==> config.mk <==
export PLATFORM = sky130hd
export DESIGN_NAME = pwm_capture
export DESIGN_NICKNAME = d
export VERILOG_FILES = /design/src/rtl/pwm_pkg.sv /design/src/rtl/pwm_div_seq.sv /design/src/rtl/pwm_capture.sv
export SDC_FILE = /design/constraint.sdc
export NUM_CORES = 1
export LEC_CHECK = 0
export CAP_MARGIN = 20
export CORE_ASPECT_RATIO = 1.1
export CORE_MARGIN = 3
export CORE_UTILIZATION = 45
export CTS_BUF_LIST = sky130_fd_sc_hd__clkbuf_16
export DETAILED_ROUTE_END_ITERATION = 16
export GPL_TIMING_DRIVEN = 1
export PLACE_DENSITY_LB_ADDON = 0.08
export REMOVE_ABC_BUFFERS = 1
export SLEW_MARGIN = 5
export SYNTH_ARGS = -nofsm -noshare
export SYNTH_HDL_FRONTEND = slang
export SYNTH_SLANG_ARGS = --single-unit
==> constraint.sdc <==
create_clock -name clk -period 7.74 [get_ports clk]
set_input_delay 1.935 -clock clk [delete_from_list [all_inputs] [get_ports clk]]
set_output_delay 1.935 -clock clk [all_outputs]
set_load 0.1 [all_outputs]
==> src/rtl/pwm_pkg.sv <==
// Constants shared by the PWM generator, the PWM capture block and the TT06 top level.
package pwm_pkg;

  localparam int DUTY_W   = 7;
  localparam int PCT_FULL = 100;
  localparam int DIV_LAT  = 9;

  typedef enum logic {
    DIV_IDLE = 1'b0,
    DIV_RUN  = 1'b1
  } div_state_e;

endpackage

==> src/rtl/pwm_div_seq.sv <==
// Restoring divider producing a DUTY_W-bit quotient, one bit per cycle after a load cycle.
// The caller guarantees num < 2^DUTY_W * den, so the quotient always fits.
module pwm_div_seq
  import pwm_pkg::*;
#(
  parameter int CNT_W = 16
) (
  input  logic                     clk,
  input  logic                     reset,
  input  logic                     start,
  input  logic [CNT_W+DUTY_W-1:0]  num,
  input  logic [CNT_W-1:0]         den,
  output logic                     busy,
  output logic                     done,
  output logic [DUTY_W-1:0]        quo
);

  localparam int NUM_W = CNT_W + DUTY_W;

  div_state_e        state_q, state_d;
  logic [NUM_W-1:0]  rem_q, rem_d;
  logic [NUM_W-1:0]  dsh_q, dsh_d;
  logic [DUTY_W-1:0] q_q, q_d;
  logic [2:0]        step_q, step_d;
  logic              ge;

  // NOTE: every always_comb output gets a default first so no path leaves it unassigned (no latch).
  always_comb begin
    state_d = state_q;
    rem_d   = rem_q;
    dsh_d   = dsh_q;
    q_d     = q_q;
    step_d  = step_q;
    ge      = (rem_q >= dsh_q);

    case (state_q)
      DIV_IDLE: begin
        if (start) begin
          state_d = DIV_RUN;
          rem_d   = num;
          dsh_d   = NUM_W'(den) << (DUTY_W - 1);
          q_d     = '0;
          step_d  = '0;
        end
      end
      DIV_RUN: begin
        if (ge) rem_d = rem_q - dsh_q;
        dsh_d  = dsh_q >> 1;
        q_d    = {q_q[DUTY_W-2:0], ge};
        step_d = step_q + 3'd1;
        if (step_q == 3'(DUTY_W - 1)) state_d = DIV_IDLE;
      end
      default: state_d = DIV_IDLE;
    endcase
  end

  // The final quotient bit is taken combinationally so the result is usable in the last step cycle.
  assign busy = (state_q == DIV_RUN);
  assign done = busy && (step_q == 3'(DUTY_W - 1));
  assign quo  = {q_q[DUTY_W-2:0], ge};

  // NOTE: state registers use non-blocking assignments so all flops update together at the edge.
  always_ff @(posedge clk or posedge reset) begin
    if (reset) begin
      state_q <= DIV_IDLE;
      rem_q   <= '0;
      dsh_q   <= '0;
      q_q     <= '0;
      step_q  <= '0;
    end else begin
      state_q <= state_d;
      rem_q   <= rem_d;
      dsh_q   <= dsh_d;
      q_q     <= q_d;
      step_q  <= step_d;
    end
  end

endmodule

==> src/rtl/pwm_capture.sv <==
// Measures period and high time of an asynchronous PWM input and reports a rounded duty percentage.
// Also flags a stuck input when no rising edge arrives within TIMEOUT cycles.
module pwm_capture
  import pwm_pkg::*;
#(
  parameter int CNT_W   = 16,
  parameter int TIMEOUT = 65535
) (
  input  logic              clk,
  input  logic              reset,
  input  logic              pwm_in,
  output logic [DUTY_W-1:0] duty_out,
  output logic [CNT_W-1:0]  period_out,
  output logic              valid,
  output logic              busy,
  output logic              stuck
);

  localparam int               NUM_W   = CNT_W + DUTY_W;
  localparam logic [CNT_W-1:0] CNT_MAX = '1;

  logic              sync1_q, s_q, s_dly_q;
  logic [CNT_W-1:0]  period_cnt_q, period_cnt_d;
  logic [CNT_W-1:0]  high_cnt_q, high_cnt_d;
  logic              armed_q, armed_d;
  logic              start_q, start_d;
  logic [CNT_W-1:0]  p_q, p_d;
  logic [CNT_W-1:0]  h_q, h_d;
  logic [DUTY_W-1:0] duty_q, duty_d;
  logic [CNT_W-1:0]  period_q, period_d;
  logic              valid_q, valid_d;
  logic              stuck_q, stuck_d;

  logic              rise, period_sat, busy_w, capture, timeout_hit;
  logic              div_busy, div_done;
  logic [DUTY_W-1:0] div_quo;
  logic [NUM_W-1:0]  div_num;

  // Adding P/2 before dividing rounds the percentage to nearest.
  assign div_num = NUM_W'(h_q) * NUM_W'(PCT_FULL) + NUM_W'(p_q >> 1);

  pwm_div_seq #(.CNT_W(CNT_W)) u_div (
    .clk   (clk),
    .reset (reset),
    .start (start_q),
    .num   (div_num),
    .den   (p_q),
    .busy  (div_busy),
    .done  (div_done),
    .quo   (div_quo)
  );

  always_comb begin
    rise        = s_q & ~s_dly_q;
    period_sat  = (period_cnt_q == CNT_MAX);
    busy_w      = start_q | div_busy;
    capture     = rise && armed_q && !busy_w && !period_sat;
    // A rise in the same cycle suppresses the timeout; stuck_q keeps it to one report.
    timeout_hit = !rise && (period_cnt_q == CNT_W'(TIMEOUT)) && !stuck_q;

    period_cnt_d = period_cnt_q;
    high_cnt_d   = high_cnt_q;
    if (rise) begin
      period_cnt_d = CNT_W'(1);
      high_cnt_d   = CNT_W'(1);
    end else begin
      if (!period_sat)                  period_cnt_d = period_cnt_q + CNT_W'(1);
      if (s_q && high_cnt_q != CNT_MAX) high_cnt_d   = high_cnt_q + CNT_W'(1);
    end

    armed_d = armed_q;
    if (rise)             armed_d = 1'b1;
    else if (timeout_hit) armed_d = 1'b0;

    start_d = capture;
    p_d     = capture ? period_cnt_q : p_q;
    h_d     = capture ? high_cnt_q   : h_q;

    duty_d   = duty_q;
    period_d = period_q;
    stuck_d  = stuck_q;
    valid_d  = 1'b0;
    if (div_done) begin
      duty_d   = div_quo;
      period_d = p_q;
      stuck_d  = 1'b0;
      valid_d  = 1'b1;
    end else if (timeout_hit) begin
      duty_d   = s_q ? DUTY_W'(PCT_FULL) : '0;
      period_d = '0;
      stuck_d  = 1'b1;
      valid_d  = 1'b1;
    end
  end

  always_ff @(posedge clk or posedge reset) begin
    if (reset) begin
      sync1_q      <= 1'b0;
      s_q          <= 1'b0;
      s_dly_q      <= 1'b0;
      period_cnt_q <= '0;
      high_cnt_q   <= '0;
      armed_q      <= 1'b0;
      start_q      <= 1'b0;
      p_q          <= '0;
      h_q          <= '0;
      duty_q       <= '0;
      period_q     <= '0;
      valid_q      <= 1'b0;
      stuck_q      <= 1'b0;
    end else begin
      sync1_q      <= pwm_in;
      s_q          <= sync1_q;
      s_dly_q      <= s_q;
      period_cnt_q <= period_cnt_d;
      high_cnt_q   <= high_cnt_d;
      armed_q      <= armed_d;
      start_q      <= start_d;
      p_q          <= p_d;
      h_q          <= h_d;
      duty_q       <= duty_d;
      period_q     <= period_d;
      valid_q      <= valid_d;
      stuck_q      <= stuck_d;
    end
  end

  assign duty_out   = duty_q;
  assign period_out = period_q;
  assign valid      = valid_q;
  assign busy       = busy_w;
  assign stuck      = stuck_q;

endmodule

==> results.md <==
Worst setup path:
- At the worst endpoint, the required time is between 8 and 9 ns.
- The largest single stage delay on the critical path is roughly 0.46 ns.
- At the worst endpoint, the arrival time is approximately 4.8 ns.
- The worst register-to-register path begins at h_q[2]$_DFFE_PP0P_.
- The critical path starts at h_q[2]$_DFFE_PP0P_.
- The largest individual stage delay along the critical path comes from the cell sky130_fd_sc_hd__fa_1.
- Traced cell by cell, the critical path runs through ha_1 -> ha_1 -> fa_1 -> ha_1 -> o21ai_0 -> o21bai_1 -> a21oi_1 -> o21bai_1 -> a21oi_1 -> xnor2_1 -> ha_1 -> or2_2 -> a21oi_1 -> a31oi_1 -> nor3b_1 -> xor2_1 -> a221o_1.
- In this run the critical register-to-register path is captured at u_div.rem_q[20]$_DFFE_PP0P_.
- The number of cells traversed by the worst register-to-register path is 17.
- The startpoint type of the worst setup path is a flip-flop.
- By startpoint and endpoint, the worst setup path is classified as flip-flop to flip-flop.
- The maximum net fanout on the critical path is 4.
- The type of element capturing the critical path is a flip-flop.
- The cell that appears most often on the critical path is sky130_fd_sc_hd__ha_1.
- The reg-to-reg setup timing slack is about 3.3 ns.

Synth:
- Of the total synthesized cell area, the portion taken by AND, OR, NAND and NOR gates is 0.157.
- The flip-flop and latch count after synthesis is between 100 and 150.
- In the post-synthesis netlist, the biggest area contributors are sky130_fd_sc_hd__dfrtp_1 38%, sky130_fd_sc_hd__ha_1 12%, sky130_fd_sc_hd__nand2_1 5.6%, sky130_fd_sc_hd__o21ai_0 5.5%, sky130_fd_sc_hd__inv_1 3.8%.
- The average cell area after synthesis is around 9.1 µm².
- Of the total synthesized cell area, the portion taken by full adders, half adders and majority gates is 0.145.
- The biggest area contributor in the post-synthesis netlist is sky130_fd_sc_hd__dfrtp_1.
- The count of synthesis-stage warnings from yosys is 0.
- The share of synthesized area in the top cell type comes to 0.380.
- The xor and xnor area share after synthesis is 0.0559.
- The synthesized netlist occupies a cell area of between 9000 and 10000 µm².
- Of all flip-flops after synthesis, the portion carrying an async set or reset was 1.00.
- The fraction of the mapped netlist area in compound gates came to 0.158.
- The count of different cell masters after synthesis is between 60 and 70.
- The synthesized design contains 0 enable-type register cells.
- Of the synthesized area, sequential elements account for 0.380.
- By area, the combinational part of the netlist is dominated by compound AO/OA/AOI/OAI gates.
- For this run, the leading register cell type out of synthesis is sky130_fd_sc_hd__dfrtp_1.
- Of the post-synthesis cell area, the part taken by muxes is 0.0508.
- The synthesized instance count is between 1000 and 1500.

CTS:
- The number of sinks on the clock net is 149.
- The TritonCTS clock tree is done.
- In this run, CTS created clock tree buffers numbering 17.
- The clock root buffer master is sky130_fd_sc_hd__clkbuf_16.
- Post-CTS timing repair inserted 0 buffers for setup.
- The clock latency of the later-clocked register in the worst-skew pair is approximately 0.43 ns.
- After clock tree synthesis, the clock-pin slew on the worst setup and hold paths is roughly 0.07 ns.
- The number of levels the H-tree was split into is 4.
- Buffers inserted to repair hold after CTS numbered 0.
- In this run the deepest clock path goes through 2 buffers.
- Gates resized during post-CTS repair numbered 0.

Placed design:
- The setup slack after placement is about 3.3 ns.
- The number of port buffers is 28.
- The routability-driven placement congestion ratio is between 0.7 and 0.8.
- After legalization and detailed placement, the total HPWL measured between 15000 and 20000 µm.

Outcome:
- The run finished with clean final reports.

STA:
- The clock arrives with between 0.01 and 0.015 ns of skew.
- For the pin with the worst max-slew slack, the measured transition is slightly above 1 ns.
- Timing would allow up to ~0.22 GHz.
- Setup repair after global routing left no endpoint under its margin.
- In the finished design, the share of the clock period the worst path needs comes to 0.575.
- The post-route setup TNS is 0 ns.
- The count of final max-slew check failures was 0.
- The worst max-slew margin expressed relative to the limit is 0.317.
- Setup violations remaining at the end of the flow were counted as 0.
- The post-layout minimum cycle time is 4.45 ns.
- The final setup slack of the worst path is around 3.3 ns.
- The final hold violation count is 0.

Route:
- After detailed routing, the number of vias per cell comes to between 5 and 6.
- In the routed design, unresolved DRC markers number 0.
- The final wirelength is ~23000 µm.
- The starting DRC count in detailed routing is roughly 380.
- Once detail routing completed, the nets flagged for antenna violations numbered 0.
- The mean routed wirelength per cell is between 15 and 20 µm.
- The first detailed-routing pass ran for 5 iterations.
- The total via count after detailed routing is 7409.

Final layout:
- Relative to the synthesized area, the layout overhead comes to 12.1%.
- The share of post-route cells with drive strength above 1 is 0.0782.
- The repair_antennas step left the layout with diodes totalling 0.
- The net count of the finished layout is 1208.
- The filler cell count is 2022.
- In the final layout, the multi-input gates occupy ~5600 µm².
- The storage element area is 3730 µm².

Worst hold path:
- The terminating pin of the worst hold path is s_q$_DFF_PP0_.
- The worst hold path passes through 0 cells.
- The startpoint identified for the worst hold timing path is sync1_q$_DFF_PP0_.
- In this run the worst hold path is classified as flip-flop to flip-flop.

Floorplanning:
- The initial cell density of the core is 0.459.
- The die span in y is approximately 160 µm.
- Pin placement for this block handled 29 I/O pins.
- The horizontal extent of the die is 147 µm.
- The floorplan step defined a die boundary enclosing 23600 µm².
- The floorplan has 56 rows.
- In this run the standard cell core region covers ~21000 µm².

Global routing:
- The number of global-route vias before repair is ~7400.
- For this run, the total global-route usage over all layers was measured as 0.201.
- Entering global routing, the biggest net connects 100 pins.
- The global-route wire length before repair is around 38000 µm.
- The initial antenna violation count is 1.
- For this run the aggregate overflow at the end of global routing stands at 0.

Pwr:
- The sum of internal, switching and leakage power is between 4 and 5 mW.
- Across the VDD grid, the largest voltage drop is roughly 160 µV.
- The areal power density over the cells is around 360 nW/µm².
- Summed over all cells, the static leakage comes to slightly above 5 nW.

Flow run:
- The number of max-cap violations is 0.
## worst max-delay path, delay by kind of cell, from the launching register on
kind	cells	cell delay, ns
flip-flops	1	0.42
AND/OR/NAND/NOR	2	0.49
adder cells (fa/ha/maj)	5	1.73
AO/OA/AOI/OAI	8	1.41
XOR/XNOR	2	0.30
## worst max-delay path by stage
stage,to,cells after the start
global placement,u_div.rem_q[20]$_DFFE_PP0P_,17
CTS,u_div.rem_q[20]$_DFFE_PP0P_,17
floorplan,armed_q$_DFFE_PP0P_,1
detailed placement,u_div.rem_q[20]$_DFFE_PP0P_,17
finish,u_div.rem_q[20]$_DFFE_PP0P_,17
global route,u_div.rem_q[17]$_DFFE_PP0P_,17
## cells in the final DEF, fill, tap and decap left out, drive strengths merged, types with 3 or more instances in the layout
| cell | n |
|---|---|
| mux2i | 25 |
| nor4 | 3 |
| nor3 | 18 |
| nand3 | 19 |
| clkdlybuf4s50 | 28 |
| a31oi | 4 |
| o211ai | 4 |
| fa | 13 |
| a221oi | 4 |
| dfrtp | 149 |
| nand4 | 13 |
| nand2 | 146 |
| nand2b | 6 |
| buf | 8 |
| and2 | 5 |
| o31a | 4 |
| o21a | 10 |
| inv | 106 |
| a211oi | 8 |
| o31ai | 9 |
| a221o | 3 |
| xnor2 | 35 |
| nor2 | 60 |
| and3 | 10 |
| ha | 93 |
| o21bai | 8 |
| a21oi | 60 |
| a21boi | 4 |
| or3 | 19 |
| xor2 | 24 |
| nor2b | 10 |
| o21ai | 109 |
| mux2 | 22 |
| a21o | 15 |
| or2 | 8 |
| clkinv | 5 |
| clkbuf | 17 |
## cell families after synthesis
group | after synthesis
AOI/OAI and AO/OA | 255
DFF | 149
xor gates and xnor gates | 60
and+or+nand+nor | 328
adders and majority gates | 106
buffers and inverters | 139
muxes | 47
## state kept, by name, summed over array words and instances, names as in the netlist
name and count:
period_out 16, s_q 1, u_div.q_q 6, high_cnt_q 16, armed_q 1, s_dly_q 1
stuck 1, u_div.busy 1, period_cnt_q 16, sync1_q 1, duty_out 7, h_q 16
u_div.step_q 3, start_q 1, u_div.dsh_q 22, u_div.rem_q 23, valid 1, p_q 16
## layout make-up
type	count	share of cell area
repair buffers	36	0.0309
flip-flops and latches	149	0.339
inverters	99	0.0342
clock inverters	15	0.0169
well taps	290	0.0330
multi-input cells	796	0.507
clock buffers	17	0.0387
## power by group
group          total (mW)  internal (mW)  switching [mW]
Clock               0.865          0.490           0.375
Sequential           1.14          0.972           0.172
Combinational        2.00          0.775            1.23
## metal layers
| metal | track usage | share of wire |
|---|---|---|
| met5 | 0 | 0 |
| met4 | 0.0620 | 0.020 |
| met1 | 0.270 | 0.48 |
| met3 | 0.0299 | 0.022 |
| met2 | 0.336 | 0.47 |
## Yosys cell counts (all sizes together) (18+ instances only)
cell type and count:
nor2 60, nand3 19, xnor2 35, nor3 18, mux2i 25, xor2 24
dfrtp 149, inv 99, ha 93, o21ai 109, nand2 146, mux2 22
a21oi 60, clkbuf 37, or3 19
## metrics by stage
stage	instance area, µm²	hold WS, ns	cells	util
CTS	11000	0.358	1402	0.515
finish	11000	0.355	1402	0.515
global route	11000	0.358	1402	0.515
floorplan	9660	0.331	1044	-
global placement	10400	0.337	1370	0.486
detailed placement	10400	0.340	1370	0.486
(Power assumes the default switching activity.)
